===== src/rtl/axi4_lite_reg_file.sv =====
// axi4_lite_reg_file
//   AXI4-Lite slave register bank. Holds NUM_REGS 32-bit registers with
//   byte-strobe writes and answers out-of-range accesses with SLVERR.
//   All register contents are exported in parallel on regs_flat.
//
// Ports
//   aclk, areset       : clock, synchronous active-high reset
//   aw*/w*/b*          : write address, write data, write response channels
//   ar*/r*             : read address, read data channels
//   regs_flat          : register k on bits [32k+31:32k]
//
// axi4_lite_reg_slot
//   One 32-bit register with per-byte write enables.

module axi4_lite_reg_slot (
  input  logic        aclk,
  input  logic        areset,
  input  logic        we,
  input  logic [3:0]  wstrb,
  input  logic [31:0] wdata,
  output logic [31:0] q
);
  always_ff @(posedge aclk) begin
    if (areset) begin
      q <= '0;
    end else if (we) begin
      for (int b = 0; b < 4; b++)
        if (wstrb[b]) q[8*b +: 8] <= wdata[8*b +: 8];
    end
  end
endmodule

module axi4_lite_reg_file #(
  parameter int NUM_REGS = 8
) (
  input  logic                    aclk,
  input  logic                    areset,
  input  logic [31:0]             awaddr,
  input  logic [2:0]              awprot,
  input  logic                    awvalid,
  output logic                    awready,
  input  logic [31:0]             wdata,
  input  logic [3:0]              wstrb,
  input  logic                    wvalid,
  output logic                    wready,
  output logic [1:0]              bresp,
  output logic                    bvalid,
  input  logic                    bready,
  input  logic [31:0]             araddr,
  input  logic [2:0]              arprot,
  input  logic                    arvalid,
  output logic                    arready,
  output logic [31:0]             rdata,
  output logic [1:0]              rresp,
  output logic                    rvalid,
  input  logic                    rready,
  output logic [32*NUM_REGS-1:0]  regs_flat
);
  localparam int IW = $clog2(NUM_REGS);
  localparam logic [1:0] OKAY   = 2'b00;
  localparam logic [1:0] SLVERR = 2'b10;

  typedef enum logic { W_COLLECT, W_RESP } wstate_t;
  typedef enum logic { R_IDLE,    R_RESP } rstate_t;

  wstate_t wstate;
  rstate_t rstate;

  // Low until the first edge after reset so no ready is seen during reset.
  logic up;

  logic          aw_held, w_held, aw_ok;
  logic [IW-1:0] aw_idx;
  logic [31:0]   w_data;
  logic [3:0]    w_strb;
  logic          commit;

  logic [NUM_REGS-1:0][31:0] regs;

  // Protection bits and byte offset carry no meaning for this bank.
  logic unused_bits;
  assign unused_bits = ^{awprot, arprot, awaddr[1:0], araddr[1:0]};

  // Word index = addr[31:2]; in range when all index bits above IW are zero.
  function automatic logic in_range(input logic [31:0] a);
    return a[31:IW+2] == '0;
  endfunction

  assign awready = up & (wstate == W_COLLECT) & ~aw_held;
  assign wready  = up & (wstate == W_COLLECT) & ~w_held;
  assign arready = up & (rstate == R_IDLE);
  assign commit  = (wstate == W_COLLECT) & aw_held & w_held;

  always_ff @(posedge aclk) begin
    if (areset) up <= 1'b0;
    else        up <= 1'b1;
  end

  // Write path: collect AW and W in any order, commit one edge later.
  always_ff @(posedge aclk) begin
    if (areset) begin
      wstate  <= W_COLLECT;
      aw_held <= 1'b0;
      w_held  <= 1'b0;
      aw_ok   <= 1'b0;
      aw_idx  <= '0;
      w_data  <= '0;
      w_strb  <= '0;
      bvalid  <= 1'b0;
      bresp   <= OKAY;
    end else begin
      case (wstate)
        W_COLLECT: begin
          if (aw_held && w_held) begin
            bvalid  <= 1'b1;
            bresp   <= aw_ok ? OKAY : SLVERR;
            aw_held <= 1'b0;
            w_held  <= 1'b0;
            wstate  <= W_RESP;
          end else begin
            if (awvalid && awready) begin
              aw_held <= 1'b1;
              aw_idx  <= awaddr[IW+1:2];
              aw_ok   <= in_range(awaddr);
            end
            if (wvalid && wready) begin
              w_held <= 1'b1;
              w_data <= wdata;
              w_strb <= wstrb;
            end
          end
        end
        W_RESP: begin
          if (bready) begin
            bvalid <= 1'b0;
            wstate <= W_COLLECT;
          end
        end
        default: wstate <= W_COLLECT;
      endcase
    end
  end

  // Register array; the commit edge and bvalid rising coincide.
  for (genvar k = 0; k < NUM_REGS; k++) begin : g_reg
    axi4_lite_reg_slot u_slot (
      .aclk   (aclk),
      .areset (areset),
      .we     (commit & aw_ok & (aw_idx == IW'(k))),
      .wstrb  (w_strb),
      .wdata  (w_data),
      .q      (regs[k])
    );
  end

  assign regs_flat = regs;

  // Read path: sample on the AR edge, so a same-edge commit is not visible.
  always_ff @(posedge aclk) begin
    if (areset) begin
      rstate <= R_IDLE;
      rvalid <= 1'b0;
      rdata  <= '0;
      rresp  <= OKAY;
    end else begin
      case (rstate)
        R_IDLE: begin
          if (arvalid && arready) begin
            if (in_range(araddr)) begin
              rdata <= regs[araddr[IW+1:2]];
              rresp <= OKAY;
            end else begin
              rdata <= '0;
              rresp <= SLVERR;
            end
            rvalid <= 1'b1;
            rstate <= R_RESP;
          end
        end
        R_RESP: begin
          if (rready) begin
            rvalid <= 1'b0;
            rstate <= R_IDLE;
          end
        end
        default: rstate <= R_IDLE;
      endcase
    end
  end
endmodule


===== config.mk =====
export PLATFORM = sky130hd
export DESIGN_NAME = axi4_lite_reg_file
export DESIGN_NICKNAME = d
export VERILOG_FILES = /design/src/rtl/axi4_lite_reg_file.sv
export SDC_FILE = /design/constraint.sdc
export NUM_CORES = 1
export LEC_CHECK = 0
export ABC_AREA = 0
export BUFFER_PORTS_ARGS = -buffer_cell sky130_fd_sc_hd__buf_2
export CORE_MARGIN = 3
export CORE_UTILIZATION = 40
export CTS_CLUSTER_DIAMETER = 40
export DETAILED_ROUTE_END_ITERATION = 8
export GPL_TIMING_DRIVEN = 0
export PLACE_DENSITY = 0.66
export SYNTH_ARGS = -nofsm -noshare
export SYNTH_HDL_FRONTEND = slang
export SYNTH_SLANG_ARGS = --single-unit

===== constraint.sdc =====
create_clock -name aclk -period 4 [get_ports aclk]
set_input_delay 0.4 -clock aclk [delete_from_list [all_inputs] [get_ports aclk]]
set_output_delay 0.4 -clock aclk [all_outputs]
set_load 0.05 [all_outputs]

==> metrics.md <==
| Metric | Value |
|---|---|
| Unrepaired setup endpoints after global routing | no |
| WL/cell | 24.0 um |
| Vias in the first global route | 12.7k |
| Post-synth ARST share | 0% |
| Tot Pwr | 8.15 mW |
| TritonCTS sink count | 337 |
| VDD IR max | 0.000387 V |
| CTS buffer count | 48 |
| Remaining Overflow, GRT | 0 |
| Worst slew margin | 19.3% |
| CTS root buf | clkbuf_16 |
| Crit path DAT | 3270 ps |
| Startpoint types | flip-flop |
| Period utilization | 70.0% |
| CTS tree | built |
| Max frequency | 0.357 GHz |
| Nets | 1,998 |
| Cts hold-fix bufs | 0 |
| Worst-path fanout max | 10 |
| Post-synth top area cell | dfxtp_1 |
| Clk buf depth | 3 |
| Clock transition at the registers of the reported paths | 60 ps |
| Postcts setup bufs | 0 |
| I/O pin count | 410 |
| Power Density | 440 mW/mm^2 |
| Post-synthesis sequential area ratio | 47.1% |
| Vert. Die Dim | 195 um |
| Final setup vio count | 0 |
| Crit end category | flip-flop |
| Antenna-violating nets left | 0 |
| Pleak | 8.22 nW |
| Commonest cells post-synth | 337 x dfxtp_1, 240 x mux2i_1, 215 x nand2_1 |
| Mapped Area | 0.0143 mm^2 |
| H-Tree Depth | 2 |
| Largest net degree at the start of global routing | 13 |
| Outcome | finished, final reports clean |
| Commonest register cell after synthesis | dfxtp_1 |
| Worst Max-Slew Pin Slew | 1210 ps |
| Chip width | 195 um |
| Number of synthesized flops with an enable pin | 0 |
| # DRC | 0 |
| Fin Setup TNS | 0 ps |
| Worst hold slack | 74.0 ps |
| Die area | 0.0381 mm^2 |
| First-pass GRT wire length | 82,100 um |
| # rows | 68 |
| Initial DRT Pass Iterations | 5 |
| Max-cap violations | 0 |
| Cell count after synthesis | 1,441 |
| Syn_area_per_cell | 9.95 um^2 |
| Required time worst endpoint | 4470 ps |
| Final Skew | 14.3 ps |
| Layout Area Growth over Synthesis | 29.1% |
| Hold Crit Class | primary input to flip-flop |
| YS warnings | 0 |
| # resized after CTS | 0 |
| Slew Limit Fails | 0 |
| Critical path type | flip-flop to flip-flop |
| Post-synth top area share | 47.1% |
| Initial Util | 41.0% |
| Initial antenna violation count | 4 |
| All-Layer GR Usage | 28.7% |
| Buffers added on ports | 393 |
| Final Hold Vio Count | 0 |
| Seq cells post-synth | 337 |
| Fraction of layout cells with a size suffix above 1 | 31.1% |
| Via Count | 12.9k |
| Cell with the most instances after synthesis | dfxtp_1 |
| DRT Wirelength | 57,100 um |
| Final Util | 52.9% |
| Synth top area cells | dfxtp_1 47%, mux2i_1 17%, mux4_2 10% |
| Avg Vias per Cell | 5.42 |
| DPL Wire Length | 40,900 um |
| Min cycle time layout | 2800 ps |
| Core area | 0.0350 mm^2 |
| Unique masters post-synth | 37 |
| Clk_lat worst skew | 560 ps |
| GP Congestion | 0.842 |
| Starting DRT DRC Count | 809 |
registers in the layout, indices dropped and copies added, names as in the netlist, 3 cells and up:
signal,count
w_data,32
rdata,32
aw_idx,3
w_strb,4
g.u_slot.q,256
metal layers:
metal | routed length (um) | up-vias | track usage, %
met1 | 23800 | 6336 | 38.3
met2 | 27000 | 579 | 47.8
met3 | 4670 | 105 | 5.64
met4 | 1530 | 4 | 7.74
li1 | - | 5872 | -
met5 | 29 | - | 0
cell usage in the layout, fill, tap and decap left out, drive strengths merged, types with 4 or more instances in the layout:
cell type / n
buf: 432
dfxtp: 337
mux2i: 240
nand2: 216
nor2: 213
clkbuf: 146
a21oi: 127
mux4: 64
or3: 39
nor4: 19
nor3: 15
inv: 12
clkinv: 11
nand2b: 9
nand4: 7
bufinv: 5
clkinvlp: 4
final timing paths:
path | startpoint | cells past startpoint | endpoint | slack (ps)
worst max register to register | up | 5 | rdata[20] | 1200
worst min register to register | rdata[13] | 2 | rdata[13] | 450
worst max-delay path | up | 5 | rdata[20] | 1200
worst min-delay path | wdata[22] | 3 | w_data[22] | 70
final cells by class:
class / count / area, um^2
Fill cell: 3236 / 16500
Multi-Input combinational cell: 975 / 7030
Sequential cell: 337 / 6750
Timing Repair Buffer: 393 / 1970
Clock buffer: 59 / 1300
Tap cell: 455 / 569
Buffer: 126 / 551
Clock inverter: 28 / 324
Inverter: 4 / 15.0
Antenna cell: 2 / 5.00
power breakdown:
| part | switching (mW) | internal, mW | total [mW] |
|---|---|---|---|
| registers | 0.0121 | 3.38 | 3.39 |
| logic | 0.319 | 0.122 | 0.441 |
| clock network | 1.65 | 2.66 | 4.32 |
| total | 1.98 | 6.17 | 8.15 |
critical path, stage by stage, from the launching register on:
cell,delay [ps]
dfxtp_1,410
nand3b_1,470
nand4b_1,840
clkbuf_1,430
or3_1,420
a21oi_1,140
cells by family after synthesis:
logic type,after synthesis,synth area share [%]
muxes,304,26.8
AOI/OAI and AO/OA,129,4.52
and+or+nand+nor,540,17.6
DFF,337,47.1
buffers and inverters,130,3.95
other,1,0.0262
per-stage QoR:
step	cells	worst slack, ps	instance area, um^2
floorplan	1442	1400	14300
global placement	2290	1220	16900
detailed placement	2290	1200	16900
CTS	2377	1270	18500
global route	2379	1150	18500
finish	2379	1200	18500
Note: power is estimated with default switching activity, not from simulation.
